`src/rtl/fpu_issue_ctrl.sv`:
```
// Single-issue sequencer for the vector FPU: hazard scoreboard, latency shift register, fence drain.
// Optional FPU_ISSUE_PERF_EN adds saturating issue/stall performance counters.
module fpu_issue_ctrl #(
    parameter int NUM_REGS    = 32,
    parameter int ADDR_WIDTH  = 5,
    parameter int LEN         = 9,
    parameter int FPU_LATENCY = 3
) (
    input  logic                  clk,
    input  logic                  rst,
    input  logic                  instr_valid,
    output logic                  instr_ready,
    input  logic                  instr_fence,
    input  logic [7:0]            instr_opcode,
    input  logic [3:0]            instr_index,
    input  logic [LEN-1:0]        instr_predicate,
    input  logic [ADDR_WIDTH-1:0] instr_vd,
    input  logic [ADDR_WIDTH-1:0] instr_vs1,
    input  logic [ADDR_WIDTH-1:0] instr_vs2,
    input  logic [ADDR_WIDTH-1:0] instr_vs3,
    output logic [ADDR_WIDTH-1:0] rd_addr_n,
    output logic [ADDR_WIDTH-1:0] rd_addr_m,
    output logic [ADDR_WIDTH-1:0] rd_addr_a,
    output logic                  fpu_en,
    output logic [7:0]            fpu_opcode,
    output logic [3:0]            fpu_index,
    output logic                  wb_en,
    output logic [ADDR_WIDTH-1:0] wb_addr,
    output logic [LEN-1:0]        wb_mask,
    output logic                  fence_done,
`ifdef FPU_ISSUE_PERF_EN
    output logic [31:0]           perf_issued,
    output logic [31:0]           perf_stall,
`endif
    output logic                  busy
);
    typedef enum logic [1:0] {IDLE, RUN, DRAIN} state_t;

    state_t                  state_q;
    logic [NUM_REGS-1:0]     sb_q, sb_d;
    logic [FPU_LATENCY-1:0]  pv_q;
    logic [ADDR_WIDTH-1:0]   pvd_q   [FPU_LATENCY];
    logic [LEN-1:0]          ppred_q [FPU_LATENCY];
    logic [7:0]              op_q;
    logic [3:0]              idx_q;

    logic                    hazard, fire, issue, fence_fire, retire, remaining;
    logic [FPU_LATENCY-1:0]  last_bit;

    assign last_bit   = FPU_LATENCY'(1) << (FPU_LATENCY - 1);
    // Slots that will still be in flight after the oldest one exits this cycle.
    assign remaining  = |(pv_q & ~last_bit);
    assign retire     = pv_q[FPU_LATENCY-1];

    assign hazard      = sb_q[instr_vs1] | sb_q[instr_vs2] | sb_q[instr_vs3] | sb_q[instr_vd];
    assign instr_ready = !rst && (state_q != DRAIN) && (instr_fence || !hazard);
    assign fire        = instr_valid && instr_ready;
    assign issue       = fire && !instr_fence;
    assign fence_fire  = fire && instr_fence;

    assign rd_addr_n  = instr_vs1;
    assign rd_addr_m  = instr_vs2;
    assign rd_addr_a  = instr_vs3;
    assign fpu_en     = issue;
    assign fpu_opcode = issue ? instr_opcode : op_q;
    assign fpu_index  = issue ? instr_index  : idx_q;

    assign wb_en      = retire && (|ppred_q[FPU_LATENCY-1]);
    assign wb_addr    = pvd_q[FPU_LATENCY-1];
    assign wb_mask    = retire ? ppred_q[FPU_LATENCY-1] : '0;
    assign fence_done = (state_q == DRAIN) && !remaining;
    assign busy       = (state_q != IDLE) || (|pv_q);

    // Set after clear so a retiring register re-claimed by a new writer stays busy.
    always_comb begin
        sb_d = sb_q;
        if (retire) sb_d[pvd_q[FPU_LATENCY-1]] = 1'b0;
        if (issue)  sb_d[instr_vd] = 1'b1;
    end

    always_ff @(posedge clk or posedge rst) begin
        if (rst) begin
            state_q <= IDLE;
            sb_q    <= '0;
            pv_q    <= '0;
            op_q    <= '0;
            idx_q   <= '0;
        end else begin
            sb_q <= sb_d;
            for (int i = FPU_LATENCY - 1; i > 0; i--) pv_q[i] <= pv_q[i-1];
            pv_q[0] <= issue;
            if (issue) begin
                op_q  <= instr_opcode;
                idx_q <= instr_index;
            end
            case (state_q)
                IDLE:    if (fence_fire) state_q <= DRAIN;
                         else if (issue) state_q <= RUN;
                RUN:     if (fence_fire) state_q <= DRAIN;
                         else if (!issue && !remaining) state_q <= IDLE;
                DRAIN:   if (!remaining) state_q <= IDLE;
                default: state_q <= IDLE;
            endcase
        end
    end

    // Payload needs no reset: it is only observed through the reset-cleared valid bits.
    for (genvar gi = 0; gi < FPU_LATENCY; gi++) begin : g_slot
        if (gi == 0) begin : g_head
            always_ff @(posedge clk) begin
                pvd_q[gi]   <= instr_vd;
                ppred_q[gi] <= instr_predicate;
            end
        end else begin : g_body
            always_ff @(posedge clk) begin
                pvd_q[gi]   <= pvd_q[gi-1];
                ppred_q[gi] <= ppred_q[gi-1];
            end
        end
    end

`ifdef FPU_ISSUE_PERF_EN
    logic [31:0] issued_q, stall_q;
    assign perf_issued = issued_q;
    assign perf_stall  = stall_q;

    always_ff @(posedge clk or posedge rst) begin
        if (rst) begin
            issued_q <= '0;
            stall_q  <= '0;
        end else begin
            if (issue && (issued_q != 32'hFFFF_FFFF)) issued_q <= issued_q + 32'd1;
            if (instr_valid && !instr_ready && (stall_q != 32'hFFFF_FFFF)) stall_q <= stall_q + 32'd1;
        end
    end
`endif
endmodule

```
`config.mk`:
```
export PLATFORM = sky130hd
export DESIGN_NAME = fpu_issue_ctrl
export DESIGN_NICKNAME = d
export VERILOG_FILES = /design/src/rtl/fpu_issue_ctrl.sv
export SDC_FILE = /design/constraint.sdc
export NUM_CORES = 1
export LEC_CHECK = 0
export BUFFER_PORTS_ARGS = -buffer_cell sky130_fd_sc_hd__buf_4
export CORE_MARGIN = 8
export CORE_UTILIZATION = 45
export CTS_BUF_LIST = sky130_fd_sc_hd__clkbuf_4 sky130_fd_sc_hd__clkbuf_8 sky130_fd_sc_hd__clkbuf_16
export CTS_CLUSTER_DIAMETER = 200
export DETAILED_ROUTE_END_ITERATION = 12
export PLACE_DENSITY = 0.7
export SLEW_MARGIN = 20
export SYNTH_ARGS = -nofsm -noshare
export SYNTH_HDL_FRONTEND = slang
export SYNTH_SLANG_ARGS = --single-unit
```
`constraint.sdc`:
```
create_clock -name clk -period 3.1 [get_ports clk]
set_clock_uncertainty 0.15 [all_clocks]
set_input_delay 0.465 -clock clk [delete_from_list [all_inputs] [get_ports clk]]
set_output_delay 0.465 -clock clk [all_outputs]
set_load 0.1 [all_outputs]
```
**After elaboration in Yosys (flattened, before gate mapping)**

Memories as Yosys holds them, arrays and structs flattened.
Cells that the tools add are included.

- Bits of input ports: 45
- Output and inout port bits: 46
- Memory bits (read-only): 0
- Bits in latches: 0
- Logic and storage cells: 72
- Memory bits (writable): 42
- Memories kept: 2
- Register bits after elaboration: 49

- Bitwise gates (word level): 6
- Magnitude comparators: 7
- Muxes and demuxes: 23
- Add/sub/neg operators: 0
- Equal/unequal tests: 6
- Multipliers: 0
- Divide/modulo/power cells: 0
- Reduce and logical (&&, ||, !) cells: 23
- Shift-type cells: 0

Memories:

| memory | words | bits a word | rd ports | clocked after memory_dff | wr ports | RTL line | text |
|---|---|---|---|---|---|---|---|
| ppred_q | 3 | 9 | 3 | 0 | 3 | 43 | `logic [LEN-1:0] ppred_q [FPU_LATENCY];` |
| pvd_q | 3 | 5 | 3 | 0 | 3 | 42 | `logic [ADDR_WIDTH-1:0] pvd_q [FPU_LATENCY];` |

Operator list:

| kind | count |
|---|---|
| 2-to-1 mux 32 bit | 2 |
| AND 32 bit | 1 |
| inverter 32 bit | 1 |
| bitwise OR 32 bit | 1 |
| less-than comparator 5 x 6 -> 1 bit (second input constant) | 5 |
| binary-select mux 1 bit (select 5 bit) | 4 |
| demux 1 bit (select 5 bit) | 2 |
| >= comparator 5 x 1 -> 1 bit (second input constant) | 2 |
| logical AND 1 bit | 10 |
| 2-to-1 mux 2 bit | 5 |
| 2-to-1 mux 9 bit | 1 |
| OR reduction 9 bit | 1 |
| 2-to-1 mux 8 bit | 1 |
| 2-to-1 mux 1 bit | 6 |
| inequality test 3 bit (second input constant) | 2 |
| case mux 2 bit (3 select lines) | 1 |
| logical NOT 1 bit | 5 |
| 2-to-1 mux 4 bit | 1 |
| inequality test 2 bit (second input constant) | 2 |
| bitwise OR 1 bit | 3 |
| AND reduction 3 bit | 1 |
| OR reduction 3 bit | 1 |
| equality test 2 x 1 -> 1 bit (second input constant) | 1 |
| equality test 2 bit (second input constant) | 1 |
| 4 further kinds | 5 |

**Depth between registers and ports, before layout**

Gate-level depths: netlist (run 1).

- Depth after elaboration: 15
- Depth in mapped cells: 10

**Worst setup path after synthesis (run 1)**

Ideal clock, no wire load.

- Path kind: input port to output port
- From: in instr_vs2[1]
- To: out instr_ready
- Cell stages on the path: 9
- Path buffers: 2
- Setup slack: -1.563 ns
- Data arrival time: 4.048 ns
- Path through: clkbuf_1 > buf_2 > mux2i_1 > a22oi_1 > nand3_1 > nand4_1 > nor4_4 > nor2_1 > nor3_1

- Cells in the longest elaborated chain, start to end: 8

Ends and longest elaborated chain:

| element | RTL line | text |
|---|---|---|
| start, declared | 19 | `input logic [ADDR_WIDTH-1:0] instr_vs2,` |
| binary-select mux 1 bit (select 5 bit) | 55 | `assign hazard = sb_q[instr_vs1] \| sb_q[instr_vs2] \| sb_q[instr_vs3] \| sb_q[instr_vd];` |
| 2-to-1 mux 1 bit (not written as such) | 55 |  |
| bitwise OR 1 bit (3 in series) | 55 |  |
| logical NOT 1 bit | 56 | `assign instr_ready = !rst && (state_q != DRAIN) && (instr_fence \|\| !hazard);` |
| logical OR 1 bit | 56 |  |
| logical AND 1 bit | 56 |  |
| end, declared | 12 | `output logic instr_ready,` |

Every way passes these cells. The select of a mux whose other input is x is not followed.

**Final worst setup path (run 1)**

- From: reg sb_q[24]
- To: out fpu_opcode[0]

- Cells in the longest elaborated chain, start to end: 11
- Elaborated cells on any way between the ends: 17
- Classes of those cells: mux: 9; bitwise: 3; reduce/logical: 5

Ends and longest elaborated chain:

| element | RTL line | text |
|---|---|---|
| start, declared | 40 | `logic [NUM_REGS-1:0] sb_q, sb_d;` |
| start signal, assigned | 84 | `sb_q <= '0;` |
| start signal, assigned | 89 | `sb_q <= sb_d;` |
| binary-select mux 1 bit (select 5 bit) | 55 |  |
| 2-to-1 mux 1 bit (not written as such) | 55 |  |
| bitwise OR 1 bit (2 in series) | 55 |  |
| bitwise OR 1 bit * | 55 |  |
| logical NOT 1 bit * | 56 |  |
| logical OR 1 bit * | 56 |  |
| logical AND 1 bit * | 56 |  |
| logical AND 1 bit * | 57 | `assign fire = instr_valid && instr_ready;` |
| logical AND 1 bit * | 58 | `assign issue = fire && !instr_fence;` |
| 2-to-1 mux 8 bit * | -- |  |
| end, declared | 25 | `output logic [7:0] fpu_opcode,` |

Every way passes the cells marked *; elsewhere a longest branch is shown, timed or not. The select of a mux whose other input is x is not followed.

==> results.yml, run 1 <==
run_status:
  status: "finished, violations left"
  violations: "negative setup slack"
clock_tree:
  clk_latency_ps: 380
  cts_made_buffers: 9
  cts_tree: "yes"
  clock_path_buffers: 2
  cts_sinks: 91
  clkTransAtPathRegs_ps: 100
  htree_num_levels: 3
  cts_root_buf: "clkbuf_8"
yosys:
  ys_types: 43
  synth_top_family_by_area: "multiplexers"
  async_reset_ff_share_pct: 53.8
  synth_xor_area_share_pct: 0
  synth_top_area_cell: "dfrtp_1"
  synth-edff-count: 0
  synth_area_per_cell_um2: 10.9
  synthTopCellsByArea: "dfrtp_1 28%, dfxtp_1 19%, mux2i_1 11%, o31ai_1 5.5%, o21ai_0 4.1%"
  ys_ff_latch: 91
  synthesis.nets: 445
  ys_seq_area_share_pct: 47.3
  synth_adder_area_share_pct: 0
  yosysWarnings: 0
  synth_top_area_share_pct: 28.1
  synth_compound_area_share_pct: 15.4
  netlist_area_um2: 4370
  synthSimpleGateAreaFrac_pct: 12.0
  muxShareOfSynthArea_pct: 18.6
  synth_ff_type: "dfrtp_1"
  syn_inst: 400
placed_design:
  io_buffers: 90
  dpl.hpwl_um: 9620
  post-place-ws_ps: -276
  place_congestion: 0.911
cells_and_area:
  final_nets: 565
  diodes: 0
  drive_above_1_share_pct: 40.0
  areaGrowthSynthToFinish_pct: 35.5
setup_path:
  endpoint: "fpu_opcode[0]"
  cp.arrival_ps: 2910
  cp-end-kind: "primary output"
  r2r-start: "sb_q[24]"
  path_common_cell: "mux2_4"
  r2r_setup_slack_ps: 80
  crit_slowest_cell: "nor4_4"
  max_stage_delay_ps: 440
  reg2reg_depth: 10
  startpoint: "sb_q[24]"
  reg2reg_to: "sb_q[3]"
  critPathLaunchType: "register"
  crit_fanout: 5
  cp.required_ps: 2480
  path_class: "register to primary output"
  path_cells: "mux2_4 > o311a_1 > nand3_2 > nand4_1 > nor4_4 > nand3_4 > clkbuf_16 > mux2_4 > buf_12"
power:
  peakVddDrop_mv: 0.343
  power_mw: 2.49
  p_leak_nw: 2.56
  p_per_area_nw_per_um2: 422
grt:
  grt-ovfl-total: 0
  grt_pass1_vias: 3750
  grt_pass1_wl_um: 20400
  grt_usage_pct: 20.2
  antenna_found_initial: 0
  grt_max_degree: 50
die:
  io_pins: 91
  die-width_um: 115
  die_area_um2: 13100
  initial_core_util_pct: 45.5
  coreArea_um2: 9590
  floorplan.die.height_um: 115
  row_count: 36
routing:
  drc: 0
  avgViaCountPerCell: 5.69
  drt-wirelength-per-cell_um: 20.2
  drt_wl_total_um: 13300
  drt-pass1-iter-count: 5
  vias: 3746
  ant_nets: 0
  drtIter0Drc: 319
timing:
  max_slew_margin_pct: 41.9
  fin_ws_ps: -420
  hold_ws_ps: 45.0
  slew_viol_final: 0
  tightest_slew_ps: 870
  setup_tns_ps: -5280
  finalCritPeriodShare_pct: 114
  rsz0062_at_grt: "true"
  clock.fmax_mhz: 284
  finalHoldViolCount: 0
  setup_violations: 14
  finalCriticalPeriod_ps: 3520
worst_hold_path:
  worstHoldPathType: "input port to register"
flow_run:
  drv_cap: 0
-- cell usage after synthesis, types with 2 or more instances --
cell type  instances
a211oi_1           2
a21oi_1            3
a22oi_1            9
a311oi_1           4
and2_1            10
buf_1              4
buf_2              7
buf_4             20
buf_6              2
clkbuf_1          11
dfrtp_1           49
dfxtp_1           42
inv_1              7
mux2_2             8
mux2_4             7
mux2i_1           48
mux4_2             6
nand2_1           14
nand2b_1           6
nand3_1           12
nand3b_1           8
nand4_1            4
nor2_1             7
nor2b_1            8
nor3_1             2
o2111ai_1          2
o21ai_0           36
o221ai_1           3
o22ai_1            7
o31ai_1           32
or2_2              2
or3_1              3
or3b_2             4
or4_1              2
-- sequential cells by signal (all words and copies together), names as in the netlist --
name and flops:
op_q 8, pv_q 3, ppred_q 27, pvd_q 15
idx_q 4, sb_q 32, state_q 2
-- power breakdown --
| group | internal [mW] | leakage, nW | total, mW | switching, mW |
|---|---|---|---|---|
| logic | 0.176 | 1.59 | 0.491 | 0.315 |
| registers | 1.22 | 0.869 | 1.24 | 0.0208 |
| clock network | 0.310 | 0.0943 | 0.766 | 0.456 |
-- worst max-delay path: cells and delay by family, from the launching register on --
family / cells / cell delay (ps)
AOI/OAI and AO/OA: 1 / 300
buffers and inverters: 2 / 370
DFF: 1 / 410
muxes: 2 / 600
and+or+nand+nor: 4 / 850
-- layout make-up --
type	count	area (um2)
clock buffer	9	124
clock inverter	7	65.1
inverter	7	31.3
sequential	91	2070
multi-input combinational	258	2080
timing repair buffer	153	1380
tap	133	166
fill	772	3680
-- timing repair --
action,CTS,global route
endpoints found under the hold margin,0,0
hold buffers,0,0
setup endpoints to repair,14,14
pin swaps,1,1
buffers inserted,3,5
cloned,0,1
gates resized for setup,43,8
-- kinds of logic (layout without fill, tap and decap cells) --
logic type / after synthesis / after routing
AND/OR/NAND/NOR: 87 / 87
buffers and inverters: 51 / 176
multiplexers: 69 / 69
flip-flops: 91 / 91
AO/OA/AOI/OAI: 102 / 102
-- stage by stage --
stage,util [%],std cells,area (um2)
detailed placement,56.8,635,5450
finish,61.7,658,5920
global placement,56.8,635,5450
floorplan,-,400,4460
CTS,60.7,653,5830
global route,61.7,658,5920
-- metal layers --
layer / global-route usage [%] / vias up / routed length (um)
met5: 0 / - / 0
met2: 33.4 / 180 / 6440
li1: - / 1721 / -
met4: 6.74 / 0 / 231
met1: 24.9 / 1820 / 5550
met3: 5.27 / 25 / 1050
-- how the worst min path moves through the flow --
stage,from,endpoint,slack [ps],depth (start not counted)
finish,instr_predicate[6],ppred_q[0][6],50,1
global route,instr_predicate[6],ppred_q[0][6],20,1
CTS,instr_predicate[6],ppred_q[0][6],30,1
detailed placement,ppred_q[0][11],ppred_q[0][20],160,0
global placement,ppred_q[0][2],ppred_q[0][11],160,0
floorplan,ppred_q[0][1],ppred_q[0][10],160,0
-- placed cells by master, fill, tap and decap left out, drive strengths merged --
cell        n
a2111oi     1
a211oi      2
a21oi       3
a22oi       9
a311oi      4
a31oi       1
and2       10
and2b       1
buf       152
clkbuf     10
clkinv      2
clkinvlp    2
dfrtp      49
dfxtp      42
inv        10
mux2       15
mux2i      48
mux4        6
nand2      14
nand2b      6
nand3      13
nand3b      8
nand4       4
nor2        7
nor2b       8
nor3        2
nor3b       1
nor4        2
o2111ai     2
o21ai      36
o21bai      1
o221ai      3
o22ai       7
o311a       1
o31ai      32
or2         2
or3         3
or3b        4
or4         2
Power figures use the tool's default switching activity.
==> run 2, diff against run 1 <==
--- a/config.mk
+++ b/config.mk
@@ -5,12 +5,14 @@
 export SDC_FILE = /design/constraint.sdc
 export NUM_CORES = 1
 export LEC_CHECK = 0
+export ABC_AREA = 1
 export BUFFER_PORTS_ARGS = -buffer_cell sky130_fd_sc_hd__buf_4
 export CORE_MARGIN = 8
 export CORE_UTILIZATION = 45
 export CTS_BUF_LIST = sky130_fd_sc_hd__clkbuf_4 sky130_fd_sc_hd__clkbuf_8 sky130_fd_sc_hd__clkbuf_16
 export CTS_CLUSTER_DIAMETER = 200
 export DETAILED_ROUTE_END_ITERATION = 12
+export HOLD_SLACK_MARGIN = 0.05
 export PLACE_DENSITY = 0.7
 export SLEW_MARGIN = 20
 export SYNTH_ARGS = -nofsm -noshare
==> run 2 against run 1 <==
  * The flow now finishes without violations
  * Area after synthesis rose by 6.8%
  * Worst setup slack gained 430 ps
  * Worst hold slack improved by 51 ps
  * Critical path depth increased by 5
  * Maximum frequency grew 14%
  * Final cell count grew 39%
  * Sequential cell count did not move
  * Total power is 15% higher
  * Die area rose by 5.9%
  * Largest power group unchanged
  * Highest routed layer unchanged
==> results.yml, run 2 <==
timing:
  finalCritPeriodShare_pct: 99.7
  setup_violations: 0
  finalHoldViolCount: 0
  finalCriticalPeriod_ps: 3090
  slew_viol_final: 0
  fin_ws_ps: 8.44
  max_slew_margin_pct: 43.0
  tightest_slew_ps: 854
  rsz0062_at_grt: "true"
  clock.fmax_mhz: 323
cells_and_area:
  mostFrequentLayoutCell: "nand2_1"
  final_cell_mix: "254 x nand2_1, 97 x buf_4, 83 x o21ai_0"
  drive_above_1_share_pct: 19.9
  diodes: 0
  final_area_um2: 5950
  largest_register_ffs: 32
  nFillCells: 966
  areaGrowthSynthToFinish_pct: 27.6
  final_cells: 916
  final_nets: 820
  top_regs: "sb_q: 32 flops, ppred_q: 27 flops, pvd_q: 15 flops"
  top_register: "sb_q"
yosys:
  synth_adder_area_share_pct: 0
  yosysWarnings: 0
  synth-edff-count: 0
  async_reset_ff_share_pct: 53.8
  muxShareOfSynthArea_pct: 0
  synth_commonest_cells: "268 x nand2_1, 83 x o21ai_0, 74 x inv_1"
  syn_inst: 684
  synth_xor_area_share_pct: 0
  ys_ff_latch: 91
  ys_types: 20
  synth_top_area_share_pct: 26.3
  synthTopCellsByArea: "dfrtp_1 26%, nand2_1 22%, dfxtp_1 18%, o21ai_0 8.9%, nand3_1 6.9%"
  synth_ff_type: "dfrtp_1"
  synth_area_per_cell_um2: 6.82
  synthesis.nets: 729
  yosysMostFrequentCell: "nand2_1"
  synth_top_family_by_area: "simple AND/OR/NAND/NOR gates"
  synthSimpleGateAreaFrac_pct: 32.4
  synth_compound_area_share_pct: 11.4
  synth_top_area_cell: "dfrtp_1"
  ys_seq_area_share_pct: 44.3
  netlist_area_um2: 4670
routing:
  drt-wirelength-per-cell_um: 15.3
  ant_nets: 0
  drt_wl_total_um: 14000
  vias: 4844
  drtIter0Drc: 348
  drc: 0
  avgViaCountPerCell: 5.29
  drt-pass1-iter-count: 7
setup_path:
  r2r-start: "sb_q[0]"
  max_stage_delay_ps: 480
  path_common_cell: "nand2_1"
  cp.required_ps: 2480
  r2r_setup_slack_ps: 800
  path_class: "register to primary output"
  crit_slowest_cell: "dfrtp_1"
  reg2reg_depth: 14
  path_cells: "o211ai_1 > nand2_1 > nand2_1 > inv_1 > nor2_1 > nor2_1 > nor2_1 > nand2_1 > nor2_2 > nand4_4 > buf_12 > nand2_1 > nand2_4 > buf_8"
  cp-end-kind: "primary output"
  cp.arrival_ps: 2480
  reg2reg_to: "op_q[7]"
  critPathLaunchType: "register"
  crit_fanout: 22
clock_tree:
  clk_latency_ps: 360
  htree_num_levels: 3
  postCtsSetupRepairBufs: 0
  clock_path_buffers: 2
  cts_root_buf: "clkbuf_8"
  cts_tree: "yes"
  cts_made_buffers: 9
  clkTransAtPathRegs_ps: 100
  cts_sinks: 91
power:
  internal-power_mw: 1.80
  combPwrFrac_pct: 28.3
  p_leak_nw: 3.05
  seq_power_share_pct: 44.1
  p_per_area_nw_per_um2: 483
  peakVddDrop_mv: 0.436
  pwr-share-clk_pct: 27.6
  switchingPower_mw: 1.07
  power_switching_share_pct: 37.2
placed_design:
  io_buffers: 90
  placedCellCount: 891
  place_area_um2: 5510
  place_congestion: 0.961
  post-place-ws_ps: -26.9
  dpl.hpwl_um: 10500
die:
  io_pins: 91
  initial_core_util_pct: 45.8
  row_count: 37
  die-width_um: 118
  die_area_um2: 13900
  floorplan.die.height_um: 118
  coreArea_um2: 10200
grt:
  grt_pass1_vias: 4699
  grt_max_degree: 50
  grt_pass1_wl_um: 23100
  use_met3_pct: 4.36
  grt_util_met1_pct: 25.5
  grt_usage_pct: 20.1
  antenna_found_initial: 0
  top_usage_layer: "met2"
  grt-ovfl-total: 0
  grt_use_met2_pct: 32.7
flow_run:
  drv_cap: 0
run_status:
  status: "complete, no violations"
worst_hold_path:
  worstHoldPathType: "input port to async pin"
==> run 2: layer usage <==
metal,vias to the layer above,wire length [um]
met2,233,6520
met5,-,0
met3,32,1190
met4,0,371
met1,2250,5960
li1,2329,-
==> run 2: critical path: cells and delay by family, from the launching register on <==
family	cells	cell delay (ps)
AND/OR/NAND/NOR	10	1000
AO/OA/AOI/OAI	1	210
flip-flops	1	480
buffers and inverters	3	410
==> run 2: per-stage QoR <==
stage | hold slack, ps | power, mW | util [%] | TNS, ps
2_1_floorplan | 160 | 1.84 | - | -75.4
3_3_place_gp | 160 | 2.03 | 54.1 | -101
3_5_place_dp | 162 | 2.04 | 54.1 | -170
4_1_cts | 53.6 | 2.88 | 57.8 | -6.64
5_1_grt | 82.8 | 2.99 | 58.5 | -2290
6_report | 96.5 | 2.87 | 58.5 | 0
==> run 2: worst max path at each step <==
stage / from / end / slack [ps]
6_report: sb_q[0] / fpu_opcode[3] / 8
5_1_grt: sb_q[3] / fpu_opcode[1] / -210
4_1_cts: sb_q[3] / fpu_opcode[1] / -3
3_5_place_dp: instr_vs1[0] / fpu_index[1] / -30
3_3_place_gp: instr_vs1[0] / fpu_opcode[1] / -20
2_1_floorplan: instr_vs2[0] / fpu_index[0] / -80
==> run 2: repair_timing <==
| action | 4_1_cts | 5_1_grt |
|---|---|---|
| hold endpoints to repair | 8 | 1 |
| gates resized for setup | 25 | 18 |
| endpoints found under the setup margin | 12 | 13 |
| hold buffers | 8 | 1 |
| pin swaps | 0 | 1 |
==> run 2: cell families (layout without fill, tap and decap cells) <==
family	after synthesis	in the layout
flops	91	91
simple gates	372	372
buf+inv	120	216
compound gates	101	101
==> run 2: area by class of cell <==
cell class	instances	area, um2	area share, %
Multi-Input combinational cell	473	2130	35.8
Sequential cell	91	2070	34.8
Timing Repair Buffer	122	1080	18.1
Inverter	78	299	5.02
Tap cell	136	170	2.86
Clock buffer	9	124	2.08
Clock inverter	7	81.3	1.37
==> run 2: power by group through the flow <==
stage / registers (mW) / logic (mW) / clock network (mW)
finish: 1.27 / 0.813 / 0.792
global route: 1.27 / 0.861 / 0.854
CTS: 1.27 / 0.800 / 0.813
detailed placement: 1.29 / 0.744 / 0
global placement: 1.29 / 0.737 / 0
floorplan: 1.28 / 0.562 / 0
